### src/rtl/evo_pkg.sv
// Shared types and default geometry for the generation scheduler.
package evo_pkg;
  localparam int DEF_M     = 5;
  localparam int DEF_N     = 5;
  localparam int DEF_WIDTH = 12;
  localparam int CELLS     = DEF_M * DEF_N;

  typedef logic [2*DEF_WIDTH-1:0] addr_t;

  typedef enum logic [2:0] {
    S_IDLE, S_WAIT, S_LAUNCH, S_EVOLVE, S_SWAP, S_CLEAR
  } evo_state_t;
endpackage

### src/rtl/evo_scheduler_gen_timer.sv
// Prescaled countdown: done is high in the last of ticks*TICK_CYCLES cycles after load.
module gen_timer #(
  parameter int TICK_CYCLES = 100000,
  parameter int TICK_W      = 5
) (
  input  logic              clk,
  input  logic              rst_n,
  input  logic              load,
  input  logic [TICK_W-1:0] ticks,
  output logic              done
);
  localparam int PW = (TICK_CYCLES > 1) ? $clog2(TICK_CYCLES) : 1;
  localparam logic [PW-1:0] PRE_LAST = PW'(TICK_CYCLES - 1);

  logic [PW-1:0]     pre;
  logic [TICK_W-1:0] tk;

  always_ff @(posedge clk or negedge rst_n) begin
    if (!rst_n) begin
      pre <= '0;
      tk  <= '0;
    end else if (load) begin
      pre <= '0;
      tk  <= ticks;
    end else if (tk != '0) begin
      if (pre == PRE_LAST) begin
        pre <= '0;
        tk  <= tk - 1'b1;
      end else begin
        pre <= pre + 1'b1;
      end
    end
  end

  assign done = (tk == TICK_W'(1)) && (pre == PRE_LAST);
endmodule

### src/rtl/evo_scheduler.sv
// Generation controller: launches engine generations, counts write strobes,
// swaps buffers, and owns the front-buffer write port for clears and edits.
module evo_scheduler
  import evo_pkg::*;
#(
  parameter int P_PARAM_M      = DEF_M,
  parameter int P_PARAM_N      = DEF_N,
  parameter int WIDTH          = DEF_WIDTH,
  parameter int TICK_CYCLES    = 100000,
  parameter int TIMEOUT_CYCLES = 16 * P_PARAM_M * P_PARAM_N
) (
  input  logic               clk,
  input  logic               rst_n,
  input  logic               run,
  input  logic               step_req,
  input  logic               clear_req,
  input  logic [3:0]         period_sel,
  input  logic               edit_req,
  input  logic [2*WIDTH-1:0] edit_pos,
  input  logic               edit_val,
  output logic               edit_gnt,
  input  logic               eng_wden,
  output logic               evo_en,
  output logic               eng_restart,
  output logic               buf_sel,
  output logic               ram_we,
  output logic [2*WIDTH-1:0] ram_addr,
  output logic               ram_wdata,
  output logic               busy,
  output logic [15:0]        gen_count,
  output logic               err
);
  localparam int NCELLS = P_PARAM_M * P_PARAM_N;
  localparam int AW     = 2 * WIDTH;
  localparam int CW     = $clog2(NCELLS + 1);
  localparam int TW     = $clog2(TIMEOUT_CYCLES + 1);
  localparam logic [CW-1:0] LAST_CELL = CW'(NCELLS - 1);
  localparam logic [AW-1:0] LAST_ADDR = AW'(NCELLS - 1);
  localparam logic [TW-1:0] TMO_LAST  = TW'(TIMEOUT_CYCLES - 1);

  evo_state_t    state;
  logic [CW-1:0] cell_cnt;
  logic [TW-1:0] tmo_cnt;
  logic          t_load, t_done;
  logic [4:0]    t_ticks;

  // The countdown is (re)loaded on every entry into WAIT.
  assign t_load  = !clear_req && run && (state == S_IDLE || state == S_SWAP);
  assign t_ticks = {1'b0, period_sel} + 5'd1;

  gen_timer #(.TICK_CYCLES(TICK_CYCLES), .TICK_W(5)) u_timer (
    .clk  (clk),
    .rst_n(rst_n),
    .load (t_load),
    .ticks(t_ticks),
    .done (t_done)
  );

  always_ff @(posedge clk or negedge rst_n) begin
    if (!rst_n) begin
      state       <= S_IDLE;
      evo_en      <= 1'b0;
      buf_sel     <= 1'b0;
      gen_count   <= '0;
      err         <= 1'b0;
      busy        <= 1'b0;
      ram_we      <= 1'b0;
      ram_addr    <= '0;
      ram_wdata   <= 1'b0;
      edit_gnt    <= 1'b0;
      eng_restart <= 1'b0;
      cell_cnt    <= '0;
      tmo_cnt     <= '0;
    end else begin
      eng_restart <= 1'b0;
      edit_gnt    <= 1'b0;
      if (clear_req && state != S_CLEAR) begin
        // A live generation is abandoned: reset the engine, never swap.
        eng_restart <= (state == S_LAUNCH || state == S_EVOLVE || state == S_SWAP);
        state       <= S_CLEAR;
        busy        <= 1'b1;
        ram_we      <= 1'b1;
        ram_addr    <= '0;
        ram_wdata   <= 1'b0;
      end else begin
        case (state)
          S_IDLE: begin
            ram_we <= 1'b0;
            if (step_req && !run) begin
              state <= S_LAUNCH;
              busy  <= 1'b1;
            end else if (run) begin
              state <= S_WAIT;
            end else if (edit_req && !edit_gnt) begin
              ram_we    <= 1'b1;
              ram_addr  <= edit_pos;
              ram_wdata <= edit_val;
              edit_gnt  <= 1'b1;
            end
          end
          S_WAIT: begin
            ram_we <= 1'b0;
            if (!run) begin
              state <= S_IDLE;
            end else if (t_done) begin
              state <= S_LAUNCH;
              busy  <= 1'b1;
            end else if (edit_req && !edit_gnt) begin
              ram_we    <= 1'b1;
              ram_addr  <= edit_pos;
              ram_wdata <= edit_val;
              edit_gnt  <= 1'b1;
            end
          end
          S_LAUNCH: begin
            evo_en   <= ~evo_en;
            cell_cnt <= '0;
            tmo_cnt  <= '0;
            state    <= S_EVOLVE;
          end
          S_EVOLVE: begin
            tmo_cnt <= tmo_cnt + 1'b1;
            if (tmo_cnt == TMO_LAST) begin
              err         <= 1'b1;
              eng_restart <= 1'b1;
              busy        <= 1'b0;
              state       <= S_IDLE;
            end else if (eng_wden) begin
              if (cell_cnt == LAST_CELL) begin
                // Swap lands the cycle after the final strobe.
                buf_sel   <= ~buf_sel;
                gen_count <= gen_count + 1'b1;
                state     <= S_SWAP;
              end else begin
                cell_cnt <= cell_cnt + 1'b1;
              end
            end
          end
          S_SWAP: begin
            busy  <= 1'b0;
            state <= run ? S_WAIT : S_IDLE;
          end
          S_CLEAR: begin
            if (ram_addr == LAST_ADDR) begin
              ram_we      <= 1'b0;
              err         <= 1'b0;
              gen_count   <= '0;
              eng_restart <= 1'b1;
              busy        <= 1'b0;
              state       <= S_IDLE;
            end else begin
              ram_addr <= ram_addr + 1'b1;
            end
          end
          default: state <= S_IDLE;
        endcase
      end
    end
  end
endmodule
### config.mk
export PLATFORM = sky130hd
export DESIGN_NAME = evo_scheduler
export DESIGN_NICKNAME = d
export VERILOG_FILES = /design/src/rtl/evo_pkg.sv /design/src/rtl/evo_scheduler_gen_timer.sv /design/src/rtl/evo_scheduler.sv
export SDC_FILE = /design/constraint.sdc
export NUM_CORES = 1
export LEC_CHECK = 0
export CAP_MARGIN = 20
export CORE_MARGIN = 2
export CORE_UTILIZATION = 59
export DETAILED_ROUTE_END_ITERATION = 8
export PLACE_DENSITY = 0.92
export SETUP_SLACK_MARGIN = 0.2
export SYNTH_ARGS = -nofsm -noshare
export SYNTH_HDL_FRONTEND = slang
export SYNTH_HIERARCHICAL = 1
export SYNTH_SLANG_ARGS = --single-unit
### constraint.sdc
create_clock -name clk -period 5.5 [get_ports clk]
set_input_delay 1.375 -clock clk [delete_from_list [all_inputs] [get_ports clk]]
set_output_delay 1.375 -clock clk [all_outputs]
set_load 0.05 [all_outputs]
==> run_results.csv, run 1 <==
group,metric,value,unit
status,status,"finished, final reports clean",
sta,maxSlewHeadroom,0.318,
sta,period_needed,3750,ps
yosys,synth_area_leader_cell,"dfrtp_1",
cells_and_area,diodes,0,
critical_path,worst_setup_path_end_kind,"register",
cells_and_area,final_cell_mix,"dfrtp_1 (87), clkdlybuf4s50_1 (82), a21oi_1 (65)",
sta,final-setup-viol-count,0,
clocking,post-cts-setup-buffers,0,
sta,fin_crit_sh,0.681,
power,p_int,1.55,mW
critical_path,r2r_slack,2330,ps
yosys,synth-edff-count,0,
clocking,cts_tree,"done",
yosys,synth_top_area_frac,0.403,
critical_path,worstSetupPathType,"in -> reg",
sta,hold-worst-slack,478,ps
clocking,cts_buffer_depth,2,
power,switchingPower,1.39,mW
clocking,cts_hold_buf,0,
clocking,postCtsResizedCells,0,
floorplanning,ioPinCount,84,
clocking,cts_max_level,3,
yosys,yosys_most_used_dff,"dfrtp_1",
sta,tightest_slew,1020,ps
drt,dr.pass1.iters,5,
critical_path,path_max_fanout,15,
power,pwr-share-seq,0.363,
sta,finalMaxSlewViolations,0,
yosys,yosys-top-cells-area,"dfrtp_1 (40%), a21oi_1 (6.0%), o21ai_0 (4.5%)",
critical_path,start_kind,"input pin",
sta,rsz0062_at_grt,"no",
critical_path,required,5780,ps
floorplanning,fp-row-count,34,
worst_hold_path,min_path_type,"reg -> reg",
power,max-vdd-ir-drop,0.000219,V
worst_hold_path,worstHoldStart,"evo_en",
critical_path,reg2reg_from,"state[0]",
clocking,cts_sinks,87,
drt,routedWlPerCell,18.7,um
floorplanning,dieArea,9950,sq um
yosys,syn-num-nets,669,
power,p_sw_frac,0.473,
sta,finClkSkew,7.61,ps
sta,tns,0,ps
drt,drt_iter0_drc,470,
clocking,cts_buffers,9,
power,p_per_area,454,nW/um^2
drt,vias,5399,
floorplanning,die_h,99.7,um
yosys,synth.cell_area,5410,sq um
place,io_buffers,83,
floorplanning,die_w,99.7,um
global_route,antenna_found_initial,0,
power,clkPwrFrac,0.169,
cells_and_area,nNetsFinal,735,
yosys,async_reset_ff_frac,1.00,
cells_and_area,drive_gt1_frac,0.0635,
place,gp_congestion,0.858,
drt,via_per_inst,6.74,
yosys,ys_types,80,
sta,finalHoldViolCount,0,
drt,drt-total-wl,15000,um
place,hpwl,10200,um
cells_and_area,area_growth,19.8,%
global_route,grt_pass1_wl,24700,um
yosys,ys.warnings.count,6,
yosys,syn_area_per_cell,8.68,sq um
yosys,ys_seq_area_frac,0.403,
clocking,clock_latency,360,ps
yosys,syn_inst,623,
clocking,root_buffer,"clkbuf_8",
power,comb_power_share,0.468,
place,placed_area,6260,sq um
floorplanning,start_util,0.614,
power,leakage,2.60,nW
critical_path,crit_start,"clear_req",
sta,max_freq,267,MHz
cells_and_area,final_area,6480,sq um
cells_and_area,layout_commonest_cell,"dfrtp_1",
drt,drcViolationCount,0,
drt,ant_nets,0,
clocking,clk_pin_slew,90,ps
global_route,grt_pass1_vias,5161,
flow_run,maxCapViolCount,0,
global_route,grt_overflow,0,
global_route,grt_max_degree,46,
yosys,synth-seq-cells,87,
critical_path,arrival,4020,ps
global_route,grt_usage,0.308,
floorplanning,core,8810,sq um
## flip-flops by register name, indices dropped and copies added, names as in the netlist
register / flops
tmo_cnt: 9
ram_we: 1
gen_count: 16
ram_wdata: 1
err: 1
evo_en: 1
eng_restart: 1
u_timer/pre: 17
edit_gnt: 1
busy: 1
ram_addr: 24
state: 3
buf_sel: 1
cell_cnt: 5
u_timer/tk: 5
## logic make-up after synthesis
kind of cell,Yosys count,share of synthesized area
XOR/XNOR,11,0.0178
buffers and inverters,57,0.0442
multiplexers,7,0.0130
flip-flops,87,0.403
adder cells (fa/ha/maj),10,0.0231
AO/OA/AOI/OAI,202,0.242
AND/OR/NAND/NOR,249,0.257
## cell type report
type | count | area (sq um)
Sequential cell | 87 | 2180
Timing Repair Buffer | 88 | 866
Clock inverter | 4 | 70.1
Multi-Input combinational cell | 479 | 3000
Clock buffer | 11 | 141
Fill cell | 641 | 2330
Tap cell | 108 | 135
Inverter | 24 | 90.1
## critical path, stage by stage
cell and delay (ps):
clkdlybuf4s50_1 700, nor3b_1 440, nand2_1 220, nor3_1 850, a41oi_1 230, a31oi_1 200
## path summary, 6_finish.rpt
kind,cells past startpoint,to
setup / recovery,6,gen_count[12]
hold / removal,1,evo_en
setup reg to reg,6,gen_count[15]
hold reg to reg,1,evo_en
max in group asynchronous,2,u_timer/tk[3]
min in group asynchronous,1,ram_we
## per-layer routing
metal	wire [um]	GRT usage	vias to the layer above
met1	6030	0.408	2596
li1	-	-	2454
met2	7370	0.504	309
met5	0	0	-
met3	1180	0.0527	40
met4	384	0.131	0
## through the flow
step	power [mW]	std cells	worst slack, ps	util
after global placement	2.35	786	1660	0.711
after CTS	2.91	801	1820	0.735
after floorplan	1.97	623	2370	-
final	2.94	801	1750	0.735
after detailed placement	2.40	786	1520	0.711
after global routing	3.09	801	1520	0.735
## cells in the mapped netlist (all sizes together) (6+ instances only)
| library cell | instances |
|---|---|
| nor4 | 9 |
| a31oi | 15 |
| dfrtp | 87 |
| nand3 | 34 |
| nor2 | 51 |
| or3 | 11 |
| clkbuf | 21 |
| nand4 | 10 |
| nand2b | 8 |
| and4 | 6 |
| o22ai | 7 |
| xnor2 | 6 |
| mux2i | 7 |
| a21oi | 65 |
| nand2 | 54 |
| o21ai | 52 |
| inv | 24 |
| or4 | 7 |
| nor3 | 21 |
| and3 | 12 |
| buf | 12 |
| ha | 10 |
## power by group through the flow
stage                     registers (mW)  clock network, mW  logic [mW]
final                               1.07              0.497        1.37
after global routing                1.09              0.529        1.47
after CTS                           1.06              0.499        1.36
after detailed placement            1.07                  0        1.34
after global placement              1.06                  0        1.29
after floorplan                     1.33                  0       0.642
No activity file was read; power rests on OpenSTA's default activity.
==> run 2, diff against run 1 <==
--- a/config.mk
+++ b/config.mk
@@ -7,9 +7,9 @@
 export LEC_CHECK = 0
 export CAP_MARGIN = 20
 export CORE_MARGIN = 2
-export CORE_UTILIZATION = 59
+export CORE_UTILIZATION = 49
 export DETAILED_ROUTE_END_ITERATION = 8
-export PLACE_DENSITY = 0.92
+export PLACE_DENSITY = 0.83
 export SETUP_SLACK_MARGIN = 0.2
 export SYNTH_ARGS = -nofsm -noshare
 export SYNTH_HDL_FRONTEND = slang
==> constraint.sdc (replaced) <==
create_clock -name clk -period 3.3 [get_ports clk]
set_input_delay 0.825 -clock clk [delete_from_list [all_inputs] [get_ports clk]]
set_output_delay 0.825 -clock clk [all_outputs]
set_load 0.05 [all_outputs]
==> run 2 against run 1 <==
- final cell count grew 6.0%
- die area rose by 20%
- count of clock-buffer cells in the layout fell by 2
- clock skew is 6.9 ps higher
- via count fell by 1.2%
- clock power increased by 86%
- routed wire length up 1.4%
- sequential share of layout area decreased by 1.0 points
- sequential power grew 64%
- design area grew 3.1%
==> run_results.csv, run 2 (synthesized netlist as in run 1, its figures left out) <==
group,metric,value,unit
drt,via_per_inst,6.29,
power,leakage,2.68,nW
clocking,clock_latency,360,ps
critical_path,worst_setup_path_end_kind,"register",
floorplanning,die_w,109,um
place,dp_worst_setup_slack,271,ps
sta,finalMaxSlewViolations,0,
drt,dr.pass1.iters,7,
global_route,grt_pass1_wl,24900,um
floorplanning,fp-row-count,38,
cells_and_area,diodes,0,
critical_path,critPathBufInv,2,
floorplanning,core,10800,sq um
cells_and_area,reg_top3,"ram_addr x24, u_timer/pre x17, gen_count x16",
cells_and_area,final_area,6680,sq um
sta,max_freq,350,MHz
cells_and_area,instances_no_fill,849,
drt,drt-total-wl,15200,um
place,hpwl,10700,um
sta,fin_crit_sh,0.866,
cells_and_area,nNetsFinal,750,
sta,hold-worst-slack,470,ps
critical_path,worstSetupPathType,"reg -> reg",
cells_and_area,nFillCells,900,
power,p_sw_frac,0.465,
floorplanning,start_util,0.501,
critical_path,reg2reg_depth,11,
cells_and_area,area_growth,23.5,%
critical_path,required,3530,ps
clocking,cts_hold_buf,0,
floorplanning,die_h,109,um
place,dp_cells,830,
sta,finClkSkew,14.5,ps
drt,drcViolationCount,0,
cells_and_area,final_core_util,0.619,
critical_path,cp_num_cells,11,
drt,ant_nets,0,
power,p_int,2.69,mW
power,max-vdd-ir-drop,0.000451,V
critical_path,cp_cell_sequence,"ha_1, and4_1, nand4_4, nor2_2, nand3b_1, a2111oi_4, buf_4, or2b_1, buf_4, a21oi_1, a21oi_1",
critical_path,arrival,3090,ps
clocking,cts_max_level,3,
place,placed_area,6390,sq um
sta,setup_slack,443,ps
clocking,cts_sinks,87,
clocking,root_buffer,"clkbuf_8",
sta,maxSlewHeadroom,0.363,
clocking,clk_pin_slew,100,ps
status,status,"finished, final reports clean",
clocking,cts_buffers,9,
drt,routedWlPerCell,17.9,um
global_route,grt_pass1_vias,5145,
cells_and_area,regMostFlops,"ram_addr",
worst_hold_path,min_path_type,"in -> async",
critical_path,cpPeakStageDelay,420,ps
clocking,cts_tree,"done",
critical_path,start_kind,"register",
power,p_per_area,753,nW/um^2
sta,tns,0,ps
power,clkPwrFrac,0.184,
cells_and_area,final_cell_mix,"dfrtp_1 (87), clkdlybuf4s50_1 (82), a21oi_1 (65)",
sta,final-setup-viol-count,0,
sta,finalHoldViolCount,0,
place,io_buffers,83,
sta,rsz0062_at_grt,"no",
floorplanning,dieArea,11900,sq um
global_route,grt_overflow,0,
global_route,antenna_found_initial,0,
power,pwr-share-seq,0.350,
power,comb_power_share,0.466,
cells_and_area,layout_commonest_cell,"dfrtp_1",
flow_run,maxCapViolCount,0,
global_route,grt_max_degree,51,
sta,period_needed,2860,ps
sta,tightest_slew,942,ps
critical_path,cp_slowest_cell,"dfrtp_1",
cells_and_area,largest_register_ffs,24,
place,gp_congestion,0.922,
critical_path,critical-path-top-delay-family,"simple AND/OR/NAND/NOR gates",
cells_and_area,drive_gt1_frac,0.0874,
clocking,cts_buffer_depth,2,
power,finalPower,5.03,mW
drt,drt_iter0_drc,486,
global_route,grt_usage,0.262,
critical_path,path_max_fanout,10,
floorplanning,ioPinCount,84,
drt,vias,5336,
power,switchingPower,2.34,mW
-- run 2: final timing paths --
path	startpoint	endpoint	slack [ps]
worst max-delay path	u_timer/pre[0]	ram_addr[5]	440
worst min-delay path	rst_n	ram_addr[17]	470
worst max register to register	u_timer/pre[0]	ram_addr[5]	440
worst min register to register	evo_en	evo_en	480
max in group asynchronous	rst_n	gen_count[4]	2080
min in group clk	evo_en	evo_en	480
-- run 2: area by class of cell --
| cell class | count | area [sq um] | area share |
|---|---|---|---|
| Multi-Input combinational cell | 479 | 3000 | 0.449 |
| Sequential cell | 87 | 2180 | 0.326 |
| Timing Repair Buffer | 103 | 991 | 0.148 |
| Tap cell | 140 | 175 | 0.0262 |
| Clock buffer | 9 | 124 | 0.0186 |
| Clock inverter | 7 | 120 | 0.0180 |
| Inverter | 24 | 90.1 | 0.0135 |
-- run 2: repair_timing --
action / CTS / global route
setup buffers: 0 / 3
endpoints found under the setup margin: 0 / 11
gates resized for setup: 0 / 1
-- run 2: routing by layer --
layer / routed length, um / vias to the layer above / track usage
li1: - / 2477 / -
met1: 6450 / 2588 / 0.351
met2: 7370 / 237 / 0.432
met3: 1060 / 34 / 0.0377
met4: 296 / 0 / 0.0943
met5: 0 / - / 0
-- run 2: power by group through the flow --
| stage | Sequential, mW | Combinational, mW | Clock, mW |
|---|---|---|---|
| after floorplan | 2.21 | 1.07 | 0 |
| after global placement | 1.75 | 2.23 | 0 |
| after detailed placement | 1.76 | 2.28 | 0 |
| after CTS | 1.74 | 2.30 | 0.926 |
| after global routing | 1.80 | 2.54 | 0.970 |
| final | 1.76 | 2.34 | 0.922 |
